**src/rtl/alu_seq_pkg.sv**
```systemverilog
// alu_seq_pkg
// Shared definitions for the multi-cycle execute-stage ALU.
// Holds the 4-bit opcode map, the handshake FSM state type and the
// flag bundle that travels with each result.
// Related build macro: ALU_SEQ_MULDIV_EN (see alu_seq.sv).
package alu_seq_pkg;

  localparam logic [3:0] OP_AND  = 4'b0000;
  localparam logic [3:0] OP_OR   = 4'b0001;
  localparam logic [3:0] OP_ADD  = 4'b0010;
  localparam logic [3:0] OP_SLL  = 4'b0100;
  localparam logic [3:0] OP_SRL  = 4'b0101;
  localparam logic [3:0] OP_SUB  = 4'b0110;
  localparam logic [3:0] OP_SLTU = 4'b0111;
  localparam logic [3:0] OP_BEQ  = 4'b1000;
  localparam logic [3:0] OP_BNE  = 4'b1001;
  localparam logic [3:0] OP_MULU = 4'b1010;
  localparam logic [3:0] OP_DIVU = 4'b1011;
  localparam logic [3:0] OP_SRA  = 4'b1100;
  localparam logic [3:0] OP_SLT  = 4'b1101;

  typedef enum logic [1:0] {
    IDLE = 2'd0,
    BUSY = 2'd1,
    DONE = 2'd2
  } alu_state_t;

  typedef struct packed {
    logic zero;
    logic ovf;
    logic divz;
    logic illegal;
  } alu_flags_t;

  function automatic logic is_muldiv(input logic [3:0] op);
    return (op == OP_MULU) || (op == OP_DIVU);
  endfunction

endpackage

```
**src/rtl/alu_seq_muldiv_iter.sv**
```systemverilog
// muldiv_iter
// Iterative unsigned multiply (shift-add) and restoring divide, one bit
// per clock. i_start loads the operands; WIDTH steps follow and o_done
// is high during the last one. o_lo/o_hi present the value the
// accumulator takes at the next edge, so when o_done is high they are
// the final product (lo/hi halves) or quotient/remainder.
// Ports:
//   clk, rst_n        clock, async active-low reset
//   i_start           load operands and begin (ignored while busy)
//   i_op              0 = multiply, 1 = divide
//   i_a, i_b          multiplicand/dividend, multiplier/divisor
//   o_done            final step in progress this cycle
//   o_lo, o_hi        result halves (product lo/hi, quotient/remainder)
module muldiv_iter #(
  parameter int WIDTH = 32,
  parameter int CW    = $clog2(WIDTH)
) (
  input  logic             clk,
  input  logic             rst_n,
  input  logic             i_start,
  input  logic             i_op,
  input  logic [WIDTH-1:0] i_a,
  input  logic [WIDTH-1:0] i_b,
  output logic             o_done,
  output logic [WIDTH-1:0] o_lo,
  output logic [WIDTH-1:0] o_hi
);

  logic [WIDTH-1:0] r_lo;
  logic [WIDTH-1:0] r_hi;
  logic [WIDTH-1:0] r_b;
  logic             r_div;
  logic             r_busy;
  logic [CW-1:0]    r_cnt;

  logic [WIDTH:0]   w_add;
  logic [WIDTH:0]   w_trial;
  logic [WIDTH-1:0] w_lo_nxt;
  logic [WIDTH-1:0] w_hi_nxt;

  always_comb begin
    w_add    = '0;
    w_trial  = '0;
    w_lo_nxt = r_lo;
    w_hi_nxt = r_hi;
    if (r_div) begin
      // Partial remainder stays below the divisor, so the shifted value
      // fits WIDTH+1 bits and the trial MSB is a clean borrow indicator.
      w_trial = {r_hi, r_lo[WIDTH-1]} - {1'b0, r_b};
      if (!w_trial[WIDTH]) begin
        w_hi_nxt = w_trial[WIDTH-1:0];
        w_lo_nxt = {r_lo[WIDTH-2:0], 1'b1};
      end else begin
        w_hi_nxt = {r_hi[WIDTH-2:0], r_lo[WIDTH-1]};
        w_lo_nxt = {r_lo[WIDTH-2:0], 1'b0};
      end
    end else begin
      // Multiplier sits in r_lo and shifts out as product bits shift in.
      w_add = {1'b0, r_hi} + (r_lo[0] ? {1'b0, r_b} : '0);
      {w_hi_nxt, w_lo_nxt} = {w_add, r_lo[WIDTH-1:1]};
    end
  end

  always_ff @(posedge clk or negedge rst_n) begin
    if (!rst_n) begin
      r_lo   <= '0;
      r_hi   <= '0;
      r_b    <= '0;
      r_div  <= 1'b0;
      r_busy <= 1'b0;
      r_cnt  <= '0;
    end else if (i_start && !r_busy) begin
      r_lo   <= i_a;
      r_hi   <= '0;
      r_b    <= i_b;
      r_div  <= i_op;
      r_busy <= 1'b1;
      r_cnt  <= CW'(WIDTH - 1);
    end else if (r_busy) begin
      r_lo <= w_lo_nxt;
      r_hi <= w_hi_nxt;
      if (r_cnt == '0) begin
        r_busy <= 1'b0;
      end else begin
        r_cnt <= r_cnt - 1'b1;
      end
    end
  end

  assign o_done = r_busy && (r_cnt == '0);
  assign o_lo   = w_lo_nxt;
  assign o_hi   = w_hi_nxt;

endmodule

```
**src/rtl/alu_seq.sv**
```systemverilog
// alu_seq
// Multi-cycle execute-stage ALU behind valid/ready handshakes. Single-
// cycle ops are computed from the inputs and registered at acceptance;
// mulu/divu run in muldiv_iter. Results and flags are held in DONE
// until the consumer takes them.
// Build macro: ALU_SEQ_MULDIV_EN enables mulu/divu; without it those
// opcodes decode as illegal and OUT_HI is tied to 0.
// Ports:
//   clk, rst_n            clock, async active-low reset
//   in_valid / in_ready   operation handshake (ready only in IDLE)
//   In1, In2, ALUOP       operands and opcode, captured at acceptance
//   out_valid / out_ready result handshake
//   OUT, OUT_HI           result / product high or remainder
//   ZeroFlag, Overflow, DivZero, Illegal   result flags
//
// state | meaning
// IDLE  | waiting for an operation, in_ready high
// BUSY  | iterative mulu/divu in progress
// DONE  | result held, out_valid high until out_ready
module alu_seq
  import alu_seq_pkg::*;
#(
  parameter int WIDTH = 32,
  parameter int SHW   = $clog2(WIDTH)
) (
  input  logic             clk,
  input  logic             rst_n,
  input  logic             in_valid,
  output logic             in_ready,
  input  logic [WIDTH-1:0] In1,
  input  logic [WIDTH-1:0] In2,
  input  logic [3:0]       ALUOP,
  output logic             out_valid,
  input  logic             out_ready,
  output logic [WIDTH-1:0] OUT,
  output logic [WIDTH-1:0] OUT_HI,
  output logic             ZeroFlag,
  output logic             Overflow,
  output logic             DivZero,
  output logic             Illegal
);

  alu_state_t       r_state;
  logic             r_in_ready;
  logic             r_out_valid;
  logic [WIDTH-1:0] r_out;
  alu_flags_t       r_flags;

  logic [SHW-1:0]   w_sh;
  logic [WIDTH-1:0] w_res;
  alu_flags_t       w_flg;
  logic             w_is_branch;
  logic             w_md_start;

`ifdef ALU_SEQ_MULDIV_EN
  logic [WIDTH-1:0] r_out_hi;
  logic [WIDTH-1:0] w_res_hi;
  logic             w_md_done;
  logic [WIDTH-1:0] w_md_lo;
  logic [WIDTH-1:0] w_md_hi;
`endif

  assign w_sh = In2[SHW-1:0];

  // Single-cycle result, also the immediate divide-by-zero result.
  always_comb begin
    w_res       = '0;
    w_flg       = '0;
    w_is_branch = 1'b0;
`ifdef ALU_SEQ_MULDIV_EN
    w_res_hi    = '0;
`endif
    case (ALUOP)
      OP_ADD: begin
        w_res     = In1 + In2;
        w_flg.ovf = (In1[WIDTH-1] == In2[WIDTH-1]) && (w_res[WIDTH-1] != In1[WIDTH-1]);
      end
      OP_SUB: begin
        w_res     = In1 - In2;
        w_flg.ovf = (In1[WIDTH-1] != In2[WIDTH-1]) && (w_res[WIDTH-1] != In1[WIDTH-1]);
      end
      OP_AND:  w_res = In1 & In2;
      OP_OR:   w_res = In1 | In2;
      OP_SLL:  w_res = In1 << w_sh;
      OP_SRL:  w_res = In1 >> w_sh;
      OP_SRA:  w_res = $signed(In1) >>> w_sh;
      OP_SLTU: w_res = {{(WIDTH-1){1'b0}}, (In1 < In2)};
      OP_SLT:  w_res = {{(WIDTH-1){1'b0}}, ($signed(In1) < $signed(In2))};
      OP_BEQ: begin
        w_is_branch = 1'b1;
        w_flg.zero  = (In1 == In2);
      end
      OP_BNE: begin
        w_is_branch = 1'b1;
        w_flg.zero  = (In1 != In2);
      end
`ifdef ALU_SEQ_MULDIV_EN
      OP_DIVU: begin
        w_res      = '1;
        w_res_hi   = In1;
        w_flg.divz = 1'b1;
      end
`endif
      default: w_flg.illegal = 1'b1;
    endcase
    if (!w_is_branch) begin
      w_flg.zero = (w_res == '0);
    end
  end

`ifdef ALU_SEQ_MULDIV_EN
  // Divide by zero never enters BUSY; it completes like a single-cycle op.
  assign w_md_start = (r_state == IDLE) && in_valid && is_muldiv(ALUOP) &&
                      !((ALUOP == OP_DIVU) && (In2 == '0));

  muldiv_iter #(
    .WIDTH (WIDTH)
  ) u_muldiv (
    .clk     (clk),
    .rst_n   (rst_n),
    .i_start (w_md_start),
    .i_op    (ALUOP == OP_DIVU),
    .i_a     (In1),
    .i_b     (In2),
    .o_done  (w_md_done),
    .o_lo    (w_md_lo),
    .o_hi    (w_md_hi)
  );
`else
  assign w_md_start = 1'b0;
`endif

  always_ff @(posedge clk or negedge rst_n) begin
    if (!rst_n) begin
      r_state     <= IDLE;
      r_in_ready  <= 1'b1;
      r_out_valid <= 1'b0;
      r_out       <= '0;
      r_flags     <= '0;
`ifdef ALU_SEQ_MULDIV_EN
      r_out_hi    <= '0;
`endif
    end else begin
      case (r_state)
        IDLE: begin
          if (in_valid) begin
            r_in_ready <= 1'b0;
            if (w_md_start) begin
              r_state <= BUSY;
            end else begin
              r_state     <= DONE;
              r_out_valid <= 1'b1;
              r_out       <= w_res;
              r_flags     <= w_flg;
`ifdef ALU_SEQ_MULDIV_EN
              r_out_hi    <= w_res_hi;
`endif
            end
          end
        end
`ifdef ALU_SEQ_MULDIV_EN
        BUSY: begin
          if (w_md_done) begin
            r_state     <= DONE;
            r_out_valid <= 1'b1;
            r_out       <= w_md_lo;
            r_out_hi    <= w_md_hi;
            r_flags     <= '{zero: (w_md_lo == '0), ovf: 1'b0, divz: 1'b0, illegal: 1'b0};
          end
        end
`endif
        DONE: begin
          if (out_ready) begin
            r_state     <= IDLE;
            r_in_ready  <= 1'b1;
            r_out_valid <= 1'b0;
          end
        end
        default: begin
          r_state     <= IDLE;
          r_in_ready  <= 1'b1;
          r_out_valid <= 1'b0;
        end
      endcase
    end
  end

  assign in_ready  = r_in_ready;
  assign out_valid = r_out_valid;
  assign OUT       = r_out;
  assign ZeroFlag  = r_flags.zero;
  assign Overflow  = r_flags.ovf;
  assign DivZero   = r_flags.divz;
  assign Illegal   = r_flags.illegal;
`ifdef ALU_SEQ_MULDIV_EN
  assign OUT_HI    = r_out_hi;
`else
  assign OUT_HI    = '0;
`endif

endmodule

```
**config.mk**
```make
export PLATFORM = sky130hd
export DESIGN_NAME = alu_seq
export DESIGN_NICKNAME = d
export VERILOG_FILES = /design/src/rtl/alu_seq_pkg.sv /design/src/rtl/alu_seq_muldiv_iter.sv /design/src/rtl/alu_seq.sv
export SDC_FILE = /design/constraint.sdc
export NUM_CORES = 1
export LEC_CHECK = 0
export ABC_CLOCK_PERIOD_IN_PS = 3300
export CELL_PAD_IN_SITES_DETAIL_PLACEMENT = 0
export CELL_PAD_IN_SITES_GLOBAL_PLACEMENT = 1
export CORE_ASPECT_RATIO = 0.7
export CORE_MARGIN = 2
export CORE_UTILIZATION = 43
export CTS_BUF_LIST = sky130_fd_sc_hd__clkbuf_4 sky130_fd_sc_hd__clkbuf_8
export CTS_CLUSTER_DIAMETER = 60
export DETAILED_ROUTE_END_ITERATION = 8
export PLACE_DENSITY_LB_ADDON = 0.08
export SYNTH_ARGS = -nofsm -noshare
export SYNTH_HDL_FRONTEND = slang
export SYNTH_SLANG_ARGS = --single-unit
```
**constraint.sdc**
```tcl
create_clock -name clk -period 3.3 [get_ports clk]
set_clock_uncertainty 0.15 [all_clocks]
set_input_delay 0.495 -clock clk [delete_from_list [all_inputs] [get_ports clk]]
set_output_delay 0.495 -clock clk [all_outputs]
set_load 0.005 [all_outputs]
```
=== After elaboration in Yosys (flattened, before gate mapping) ===
Index checks and enable logic that the tools add are counted.

* Register bits: 39
* Logic and storage cells: 59
* Output and inout bits: 70
* Input bits: 72

* Bitwise operators: 2
* $lt $le $gt $ge: 2
* Eq/ne operators: 19
* Reduce and logical (&&, ||, !) cells: 9
* Add/subtract/negate cells: 2
* Muxes and demuxes: 15
* Shift-type cells: 3

{| class="wikitable"
|+ Operator list
! kind !! count
|-
| case mux 32 bit (9 select lines) || 1
|-
| less-than comparator 32 bit || 2
|-
| adder 32 bit || 1
|-
| AND 32 bit || 1
|-
| == test 32 bit || 1
|-
| logical NOT 32 bit || 1
|-
| != test 32 bit || 1
|-
| bitwise OR 32 bit || 1
|-
| left shift 32 x 5 -> 32 bit || 1
|-
| right shift 32 x 5 -> 32 bit || 1
|-
| >>> shifter 32 x 5 -> 32 bit || 1
|-
| subtractor 32 bit || 1
|-
| == test 4 x 3 -> 1 bit, second input constant || 4
|-
| == test 4 bit, second input constant || 4
|-
| OR reduction 11 bit || 1
|-
| case mux 1 bit (2 select lines) || 4
|-
| 2-to-1 mux 1 bit || 7
|-
| == test 4 x 1 -> 1 bit, second input constant || 1
|-
| == test 4 x 2 -> 1 bit, second input constant || 1
|-
| logical NOT 4 bit || 1
|-
| 2-to-1 mux 2 bit || 2
|-
| != test 2 bit, second input constant || 2
|-
| case mux 2 bit (2 select lines) || 1
|-
| AND reduction 2 bit || 2
|-
| other kinds (6) || 9
|}

=== Longest topological paths before layout ===
Gate-level depths: netlist (run 1).

* Depth after elaboration: 4
* Depth in mapped cells: 20

=== Least setup slack after synthesis (run 1) ===
No wires, ideal clock.

* Path type: input to register
* From: in In2[2]
* To: reg r_flags, in the netlist ZeroFlag
* Library setup time: 66 ps
* Cell stages on the path: 20
* Setup slack: -1654 ps
* Arrival time: 4738 ps
* Cell sequence: buf_2 > clkinv_1 > buf_2 > buf_1 > buf_1 > clkbuf_1 > ha_1 > nor2b_1 > o211ai_1 > a31oi_1 > nand3_1 > a21boi_2 > o21a_1 > or2_1 > a2111oi_0 > or3b_2 > a2111oi_0 > and3_1 > and4_1 > a31o_1

* Word-level cells in the longest chain between the ends: 4
* Elaborated cells on any way between the ends: 15
* Classes of those cells: 2 x add/sub; 2 x order compare; 2 x eq/ne; 3 x shift; 3 x mux; 2 x bitwise; 1 x reduce/logical

{| class="wikitable"
|+ RTL lines
! item !! RTL line !! text
|-
| start: declaration || alu_seq.sv:31 || <nowiki>input logic [WIDTH-1:0] In2,</nowiki>
|-
| subtractor 32 bit (tied with other cells) || alu_seq.sv:79 || <nowiki>w_res = In1 - In2;</nowiki>
|-
| case mux 32 bit (9 select lines) || alu_seq.sv:73 || <nowiki>case (ALUOP)</nowiki>
|-
| logical NOT 32 bit || alu_seq.sv:107 || <nowiki>w_flg.zero = (w_res == '0);</nowiki>
|-
| 2-to-1 mux 1 bit (*) || alu_seq.sv:106 || <nowiki>if (!w_is_branch) begin</nowiki>
|-
| end signal: assignment || alu_seq.sv:154 || <nowiki>r_flags <= w_flg;</nowiki>
|-
| end: declaration || alu_seq.sv:47 || <nowiki>alu_flags_t r_flags;</nowiki>
|}

Mark *: on every way between the ends. The rest lies on a longest branch, timed or not.
A chain may end at the register's enable or synchronous reset.

=== Final worst setup path (run 1) ===
* From: in In2[0]
* To: reg r_flags, in the netlist ZeroFlag

The elaborated chain is that of the path after synthesis.

==> results of run 1 <==
state kept, by name, indices dropped and copies added, names as in the netlist:
register	cells
out_valid	1
OUT	32
ZeroFlag	1
in_ready	1
Illegal	1
Overflow	1
worst paths after layout:
check                                       from                   end  slack [ns]  cells after the start
hold reg to reg              OUT[21]$_DFFE_PN0P_   OUT[21]$_DFFE_PN0P_        0.33                      1
max in group asynchronous                  rst_n   OUT[28]$_DFFE_PN0P_        2.32                      1
setup reg to reg           out_valid$_DFFE_PN0P_  ZeroFlag$_DFFE_PN0P_       -0.05                     14
min in group clk             OUT[21]$_DFFE_PN0P_   OUT[21]$_DFFE_PN0P_        0.33                      1
hold / removal                             rst_n   OUT[22]$_DFFE_PN0P_        0.14                      1
setup / recovery                          In2[0]  ZeroFlag$_DFFE_PN0P_       -0.61                     17
cell usage in the layout (no fill, tap or decap), types with 21 or more instances in the layout:
master	count
buf_4	599
ha_1	52
clkdlybuf4s50_1	49
ha_4	34
mux2_2	30
a21oi_2	21
a21oi_1	98
buf_6	46
dfrtp_1	36
nor3_1	33
inv_2	29
o211ai_1	30
nor2_1	103
nand2_1	136
mux2i_1	61
mux4_2	30
nand3_1	34
o21ai_0	95
conb_1	33
inv_1	50
power by group through the flow:
stage                     Clock, W  Sequential [W]  Combinational [W]
after floorplan                  0        0.000630            0.00134
after global placement           0        0.000625            0.00295
after detailed placement         0        0.000630            0.00298
after CTS                 0.000354        0.000623            0.00325
after global routing      0.000377        0.000636            0.00368
final                     0.000349        0.000626            0.00354
per-layer routing:
layer / share of wire [%] / GRT usage (%) / vias up
li1: - / - / 7023
met1: 40 / 62.9 / 7746
met2: 41 / 66.3 / 1334
met3: 14 / 12.2 / 265
met4: 5.3 / 18.1 / 2
met5: 0.020 / 0 / -
cells by family (layout without fill, tap and decap cells):
family                   after synthesis  count (layout)  synth area share, %
AO/OA/AOI/OAI                        543             543                 32.5
multiplexers                         142             142                 16.7
adder cells (fa/ha/maj)               99              99                 11.2
XOR/XNOR                              14              14                 1.10
AND/OR/NAND/NOR                      452             452                 19.5
buffers and inverters                255             871                 10.7
flip-flops                            37              37                 8.29
other                                  1              35               0.0335
stage by stage:
step           hold WS, ns  total power (W)  setup slack [ns]  cells
5_1_grt              0.206          0.00470            -0.623   2523
6_report             0.135          0.00452            -0.608   2524
3_3_place_gp         0.315          0.00357             -1.38   2469
4_1_cts              0.157          0.00423            -0.594   2506
2_1_floorplan       0.0494          0.00197            -0.571   1575
3_5_place_dp         0.316          0.00361             -1.44   2469
final cells by class:
cell class	instances	area (um^2)
multi-input cells	1283	10900
fillers	1989	6500
inverters	96	423
clock buffers	5	68.8
well taps	331	414
repair buffers	767	6380
flip-flops and latches	37	927
clock inverters	3	21.3
diodes	2	5.00
what timing repair did:
action	CTS	global route
setup endpoints to repair	29	19
gates cloned	0	2
pin swaps	78	69
buffers inserted	33	18
gates resized for setup	388	165
cells in the mapped netlist, types with 9 or more instances:
master	n
a2111oi_0	12
a211oi_1	27
a21o_1	18
a21oi_1	127
a221o_1	14
a221oi_1	16
a31oi_1	22
and3_1	11
buf_1	10
buf_2	31
buf_4	38
clkbuf_1	73
dfrtp_1	36
ha_1	97
inv_1	92
mux2_2	35
mux2i_1	74
mux4_2	29
nand2_1	140
nand2b_1	15
nand3_1	38
nand4_1	14
nor2_1	117
nor2b_1	14
nor3_1	41
nor4_1	11
o2111ai_1	9
o211ai_1	30
o21a_1	10
o21ai_0	115
o21bai_1	10
o221ai_1	15
o22ai_1	11
o31ai_1	23
xnor2_1	11
worst max-delay path: stages:
cell and delay (ns):
buf_12 0.12, buf_12 0.16, buf_4 0.13, mux2_2 0.36, mux2i_1 0.18, o21ai_0 0.26
a2111oi_1 0.55, o21ai_1 0.21, nor2_1 0.14, nand4_1 0.16, nor4_2 0.30, buf_4 0.17
nand2_1 0.09, nor4_2 0.14, and3_1 0.22, and4_1 0.19, a31o_1 0.13
==> out/qor.yml, run 1 <==
status: "complete, but fails checks"
violations: "negative setup slack"
power.density_mw_per_mm2: 236
nNetsFinal: 2361
crit_arrival_ns: 4.01
p_comb_share_pct: 78.4
clock_latency_ns: 0.32
netlist_area_mm2: 0.0112
dpl.hpwl_mm: 51.0
grt_max_degree: 58
initialDrtViolationCount: 2435
cts_hold_buf: 0
relSlewSlack_pct: 42.4
wl_mm: 65.2
clock-root-buffer: "clkbuf_8"
synth_edf_count: 0
final_max_slew_viol_count: 0
setup_viol: 9
clock_sinks: 37
syn_area_per_cell_um2: 7.25
fmax_mhz: 256
core_area_mm2: 0.0256
pwr-share-clk_pct: 7.7
cts_buffer_depth: 2
htree_levels: 2
drt_pre_antenna_iters: 7
synth_warnings: 0
synth_ff_type: "dfrtp_1"
rsz0062_at_grt: "true"
worstSetupPathType: "input pin to register"
synth_seq_cells: 37
fin_crit_sh_pct: 118
fp.dieH_um: 139
path_clk_slew_ns: 0.10
hold_viol: 0
area_delta_synth_final_pct: 70.9
die_width_um: 197
synth_top_area_cell: "ha_1"
min_path_type: "input pin to asynchronous set/reset pin"
async_flop_share_pct: 100
core.rowCount: 49
fin_util_pct: 74.6
yosysSeqAreaShare_pct: 8.29
die-area_mm2: 0.0273
start_util_pct: 43.7
fin_crit_ns: 3.91
route.detailed.drc: 0
synthTopCellsByArea: "ha_1, dfrtp_1, mux2i_1, mux4_2, a21oi_1"
final_area_mm2: 0.0191
gp_congestion: 1.13
worst_pin_slew_ns: 0.864
avgRoutedWirePerCell_um: 25.8
port_buffers: 108
drive_gt1_share_pct: 48.5
power_frac_seq_pct: 13.8
viasPerCell: 6.49
p_switching_w: 0.00208
peakVddDrop_uv: 299
place_area_mm2: 0.0170
setup_tns_ns: -1.20
p_int_w: 0.00244
synth_top_area_share_pct: 10.8
cts_tree: "yes"
crit_required_ns: 3.40
netSwitchingFraction_pct: 45.9
crit_fanout: 9
start_kind: "input pin"
synthDistinctLibCells: 93
netlist_instances: 1543
grt_pass1_wl_mm: 94.9
final_antenna_net_count: 0
endpoint_kind: "register"
track_usage_pct: 45.3
ios: 142
cts-buffers-inserted: 5
timing.max_cap.violations: 0
num_vias: 16370
grt_pass1_vias: 15498
antenna_found_initial: 3
leakagePower_nw: 8.57
fin_ws_ns: -0.608
gr-total-overflow: 0
Power figures use the tool's default switching activity.
==> inputs of run 2 (changes only) <==
Settings changed: SKIP_LAST_GASP from default to 1.
==> run 2 against run 1 <==
Net effect:
- the run still ends with negative setup slack left
- clock-buffer cell count is the same
- non-clock buffer count increased by 5
- worst setup slack improved by 0.093 ns
- clock power hardly changed
- sequential power hardly changed
- critical endpoint unchanged
==> out/qor.yml, run 2 (synthesis gave the netlist of run 1 again) <==
fmax_mhz: 262  # +2.4%
antenna_found_initial: 3  # unchanged
power.density_mw_per_mm2: 236  # about the same
cts_hold_buf: 0  # unchanged
timing.max_cap.violations: 0  # unchanged
die_width_um: 197  # unchanged
dp_slack_ns: -1.44  # unchanged
reg2reg_slack_ns: -0.01  # +0.04 ns
r2r_end: "ZeroFlag$_DFFE_PN0P_"
crit_arrival_ns: 3.92  # -0.09 ns
drive_gt1_share_pct: 48.7  # +0.21 points
clock-root-buffer: "clkbuf_8"
ff2ff_path_depth: 14  # unchanged
fin_crit_ns: 3.81  # -0.0933 ns
leakagePower_nw: 8.59  # +0.26%
cp-startpoint: "In1[21]"
clock_latency_ns: 0.32  # about the same
nNetsFinal: 2366  # +0.21%
cts-buffers-inserted: 5  # unchanged
fp.dieH_um: 139  # unchanged
area_delta_synth_final_pct: 70.8  # about the same
final_area_mm2: 0.0191  # about the same
fin_ws_ns: -0.515  # +0.0933 ns
m1WireLength_mm: 26.0  # -0.60%
rsz0062_at_grt: "true"
cts_tree: "yes"
worst_pin_slew_ns: 0.852  # -0.0112 ns
dpl.hpwl_mm: 51.0  # unchanged
grt_pass1_vias: 15492  # -0.039%
crit_chain: "dlygate4sd2_1 -> buf_12 -> mux4_2 -> nand2_2 -> a31oi_1 -> o21ai_1 -> buf_4 -> o31ai_1 -> a221o_1 -> a211o_1 -> nor4_2 -> buf_4 -> nand2_1 -> nor4_2 -> and3_1 -> and4_1 -> a31o_1"
reg2reg_from: "out_valid$_DFFE_PN0P_"
wl_met3_mm: 9.17  # +0.76%
top_layer_used: "met5"
clock_sinks: 37  # unchanged
min_path_type: "input pin to asynchronous set/reset pin"
peakVddDrop_uv: 300  # +0.23%
worstSetupPathType: "input pin to register"
port_buffers: 108  # unchanged
endpoint_kind: "register"
core.rowCount: 49  # unchanged
start_util_pct: 43.7  # unchanged
relSlewSlack_pct: 43.2  # +0.74 points
mostFrequentLayoutCells: "buf_4, nand2_1, nor2_1"
drt_pre_antenna_iters: 6  # -1
final_common_cell: "buf_4"
start_kind: "input pin"
fin_crit_sh_pct: 116  # -2.8 points
status: "complete, but fails checks"
crit_required_ns: 3.40  # about the same
grt_max_degree: 58  # unchanged
avgRoutedWirePerCell_um: 25.8  # about the same
core_area_mm2: 0.0256  # unchanged
grt_pass1_wl_mm: 94.6  # -0.34%
critPathMaxStageDelay_ns: 0.47  # -0.08 ns
gp_congestion: 1.13  # unchanged
wl_met2_mm: 26.5  # about the same
viasPerCell: 6.51  # +0.45%
cp_slowest_cell: "mux4_2"
cp-endpoint: "ZeroFlag$_DFFE_PN0P_"
track_usage_pct: 45.2  # -0.10 points
violations: "negative setup slack"
gr-total-overflow: 0  # unchanged
largest_reg_flops: 32  # unchanged
wl_mm: 65.3  # +0.21%
final_max_slew_viol_count: 0  # unchanged
die-area_mm2: 0.0273  # unchanged
hold_viol: 0  # unchanged
ios: 142  # unchanged
initialDrtViolationCount: 2414  # -0.86%
path_clk_slew_ns: 0.10  # about the same
final_antenna_net_count: 0  # unchanged
num_vias: 16469  # +0.60%
crit_fanout: 4  # -5
route.detailed.drc: 0  # unchanged
htree_levels: 2  # unchanged
cts_buffer_depth: 2  # unchanged
setup_viol: 10  # +1
place_area_mm2: 0.0170  # unchanged
[run 2: what timing repair did]
item / in CTS / in global routing
gates cloned: 0 / 4
pin swaps: 76 / 73
setup endpoints to repair: 29 / 19
resized for setup: 369 / 179
setup buffers: 33 / 21
hold endpoints to repair: 0 / 0
[run 2: per-stage QoR]
step | utilization [%] | std cells | hold slack (ns) | power (W) | TNS [ns]
after CTS | 71.4 | 2506 | 0.157 | 0.00422 | -0.932
after floorplan | - | 1575 | 0.0494 | 0.00197 | -2.42
after global routing | 74.6 | 2527 | 0.206 | 0.00470 | -1.78
after global placement | 66.4 | 2469 | 0.315 | 0.00357 | -20.14
after detailed placement | 66.4 | 2469 | 0.316 | 0.00361 | -22.03
final | 74.6 | 2528 | 0.130 | 0.00451 | -1.12
[run 2: per-layer routing]
layer,global-route usage [%],vias up
met5,0,-
met3,12.4,286
met4,19.1,4
met1,62.9,7800
li1,-,7047
met2,65.3,1332
[run 2: layout make-up]
type                            instances  area, um^2
Antenna cell                            1        2.50
Clock buffer                            5        68.8
Clock inverter                          3        21.3
Fill cell                            1996        6510
Inverter                               96         420
Multi-Input combinational cell       1283       10900
Sequential cell                        37         927
Tap cell                              331         414
Timing Repair Buffer                  772        6390
[run 2: where the power goes]
part | switching, W | internal (W) | total (W)
clock network | 0.000199 | 0.000150 | 0.000349
registers | 0.0000650 | 0.000560 | 0.000625
logic | 0.00181 | 0.00173 | 0.00354
[run 2: worst min path at each step]
stage	slack [ns]	to	cells after the start	from
finish	0.13	OUT[22]$_DFFE_PN0P_	1	rst_n
global route	0.21	OUT[19]$_DFFE_PN0P_	1	rst_n
CTS	0.16	OUT[19]$_DFFE_PN0P_	1	rst_n
detailed placement	0.32	OUT[21]$_DFFE_PN0P_	1	OUT[21]$_DFFE_PN0P_
global placement	0.32	OUT[20]$_DFFE_PN0P_	2	OUT[20]$_DFFE_PN0P_
floorplan	0.05	Illegal$_DFFE_PN0P_	0	rst_n
[run 2: critical path, delay by kind of cell]
family	cells	cell delay, ns
buffers and inverters	4	0.74
AOI/OAI and AO/OA	6	1.14
and+or+nand+nor	6	1.07
muxes	1	0.47
==> inputs of run 3 (changes only) <==
Settings changed: MAX_ROUTING_LAYER from default to met4.
==> run 3 against run 2 <==
Net effect:
- critical path depth rose by 2
- sequential power barely moved
- core utilization rose by 1.5 points
- fmax fell by 2.5%
- first-iteration DRC count rose by 4.8%
- the run still ends with negative setup slack left
- critical path type unchanged
==> out/qor.yml, run 3 (synthesis gave the netlist of run 1 again) <==
clock-root-buffer: "clkbuf_8"
p_comb_share_pct: 78.5  # about the same
drive_gt1_share_pct: 48.9  # +0.18 points
fin_crit_ns: 3.91  # +0.0985 ns
clock_sinks: 37  # unchanged
dpl.hpwl_mm: 50.7  # -0.59%
status: "complete, but fails checks"
crit_required_ns: 3.40  # about the same
nNetsFinal: 2415  # +2.1%
viasPerCell: 6.51  # about the same
crit_fanout: 6  # +2
hold_viol: 0  # unchanged
final_common_cell: "buf_4"
fmax_mhz: 256  # -2.5%
path_clk_slew_ns: 0.08  # -0.02 ns
cts_tree: "yes"
fin_crit_sh_pct: 119  # +3.0 points
route.detailed.drc: 0  # unchanged
grt_pass1_wl_mm: 95.8  # +1.3%
min_path_type: "input pin to asynchronous set/reset pin"
fin_ws_ns: -0.613  # -0.0985 ns
timing.max_cap.violations: 0  # unchanged
mostFrequentLayoutCells: "buf_4, nand2_1, nor2_1"
final_max_slew_viol_count: 0  # unchanged
dp_slack_ns: -1.45  # -0.00754 ns
die-area_mm2: 0.0273  # unchanged
ios: 142  # unchanged
worst_pin_slew_ns: 0.865  # +0.0124 ns
die_width_um: 197  # unchanged
power_frac_seq_pct: 13.6  # -0.3 points
cts-buffers-inserted: 5  # unchanged
initialDrtViolationCount: 2529  # +4.8%
pwr-share-clk_pct: 7.8  # about the same
netSwitchingFraction_pct: 45.7  # -0.30 points
setup_viol: 12  # +2
clock_latency_ns: 0.32  # about the same
num_vias: 16792  # +2.0%
area_delta_synth_final_pct: 74.2
track_usage_pct: 47.1  # +1.9 points
core_area_mm2: 0.0256  # unchanged
gp_congestion: 1.14  # +0.93%
start_util_pct: 43.7  # unchanged
avgRoutedWirePerCell_um: 25.6  # -0.78%
largest_reg_flops: 32  # unchanged
peakVddDrop_uv: 303  # +0.98%
fp.dieH_um: 139  # unchanged
antenna_found_initial: 2  # -1
final_antenna_net_count: 0  # unchanged
leakagePower_nw: 8.88  # +3.4%
port_buffers: 108  # unchanged
violations: "negative setup slack"
drt_pre_antenna_iters: 8  # +2
core.rowCount: 49  # unchanged
wl_mm: 66.1  # +1.2%
relSlewSlack_pct: 42.3  # -0.82 points
grt_pass1_vias: 15767  # +1.8%
final_area_mm2: 0.0195  # +2.0%
ff2ff_path_depth: 14  # unchanged
endpoint_kind: "register"
cts_buffer_depth: 2  # unchanged
start_kind: "input pin"
place_area_mm2: 0.0170  # +0.13%
crit_arrival_ns: 4.02  # +0.10 ns
p_int_w: 0.00250  # +2.5%
gr-total-overflow: 0  # unchanged
cts_hold_buf: 0  # unchanged
p_switching_w: 0.00210  # +1.2%
rsz0062_at_grt: "true"
htree_levels: 2  # unchanged
power.density_mw_per_mm2: 236  # -0.10%
grt_max_degree: 58  # unchanged
worstSetupPathType: "input pin to register"
## run 3: changes by cell type in the layout (fill, tap and decap cells not counted), moves of 5 or more
| cell | previous run | this run |
|---|---|---|
| clkbuf_2 | 8 | 3 |
| buf_12 | 18 | 24 |
| inv_2 | 32 | 27 |
| inv_1 | 48 | 56 |
| a21oi_2 | 22 | 17 |
| inv_4 | 12 | 7 |
| buf_2 | 17 | 23 |
| buf_4 | 603 | 641 |
## run 3: routing by layer
| metal | wire length, um | track usage [%] | up-vias |
|---|---|---|---|
| li1 | - | - | 7145 |
| met5 | 0 | - | - |
| met2 | 27200 | 67.3 | 1434 |
| met3 | 9460 | 13.4 | 294 |
| met4 | 3420 | 16.8 | 0 |
| met1 | 26000 | 63.1 | 7919 |
## run 3: path summary, 6_finish.rpt
path / startpoint / slack (ns) / end
min: rst_n / 0.14 / ZeroFlag$_DFFE_PN0P_
max: In2[0] / -0.61 / ZeroFlag$_DFFE_PN0P_
min in group clk: in_ready$_DFFE_PN1P_ / 0.33 / in_ready$_DFFE_PN1P_
max reg2reg: out_valid$_DFFE_PN0P_ / -0.13 / ZeroFlag$_DFFE_PN0P_
min reg2reg: in_ready$_DFFE_PN1P_ / 0.33 / in_ready$_DFFE_PN1P_
max in group asynchronous: rst_n / 2.32 / OUT[21]$_DFFE_PN0P_
## run 3: per-stage QoR
stage / utilization (%) / total power, W / setup TNS, ns / instances / hold slack [ns]
floorplan: - / 0.00197 / -2.42 / 1575 / 0.0494
global placement: 66.4 / 0.00356 / -19.91 / 2472 / 0.313
detailed placement: 66.4 / 0.00359 / -21.87 / 2472 / 0.320
CTS: 73.2 / 0.00428 / -1.16 / 2542 / 0.161
global route: 76.1 / 0.00477 / -2.98 / 2578 / 0.210
finish: 76.1 / 0.00460 / -2.20 / 2578 / 0.135
## run 3: critical path, cell delays in order
cell       delay (ns)
buf_12           0.13
ha_4             0.16
inv_2            0.05
fa_2             0.20
nor2b_4          0.17
o211ai_1         0.11
a31oi_2          0.25
buf_4            0.20
nand3_4          0.12
buf_12           0.15
a21oi_4          0.19
o31a_1           0.21
nor2_2           0.07
o21a_1           0.20
a221o_1          0.34
a2111oi_1        0.40
and3_1           0.23
and4_1           0.20
a31o_1           0.14
## run 3: power by group through the flow
stage / logic (W) / registers [W] / clock network (W)
2_1_floorplan: 0.00134 / 0.000630 / 0
3_3_place_gp: 0.00293 / 0.000626 / 0
3_5_place_dp: 0.00296 / 0.000632 / 0
4_1_cts: 0.00330 / 0.000626 / 0.000355
5_1_grt: 0.00375 / 0.000638 / 0.000379
6_report: 0.00361 / 0.000628 / 0.000359
## run 3: area by class of cell
type | count | area [um^2]
multi-input combinational | 1283 | 10800
timing repair buffer | 821 | 6870
fill | 1894 | 6130
sequential | 37 | 927
inverter | 96 | 425
tap | 331 | 414
clock buffer | 5 | 68.8
clock inverter | 3 | 21.3
antenna | 2 | 5.00
## run 3: repair_timing
action                                 CTS  global route
cloned                                   0             4
pin swaps                              106            66
resized for setup                      421           117
endpoints found under the hold margin    0             0
setup endpoints to repair               27            19
buffers inserted                        67            37
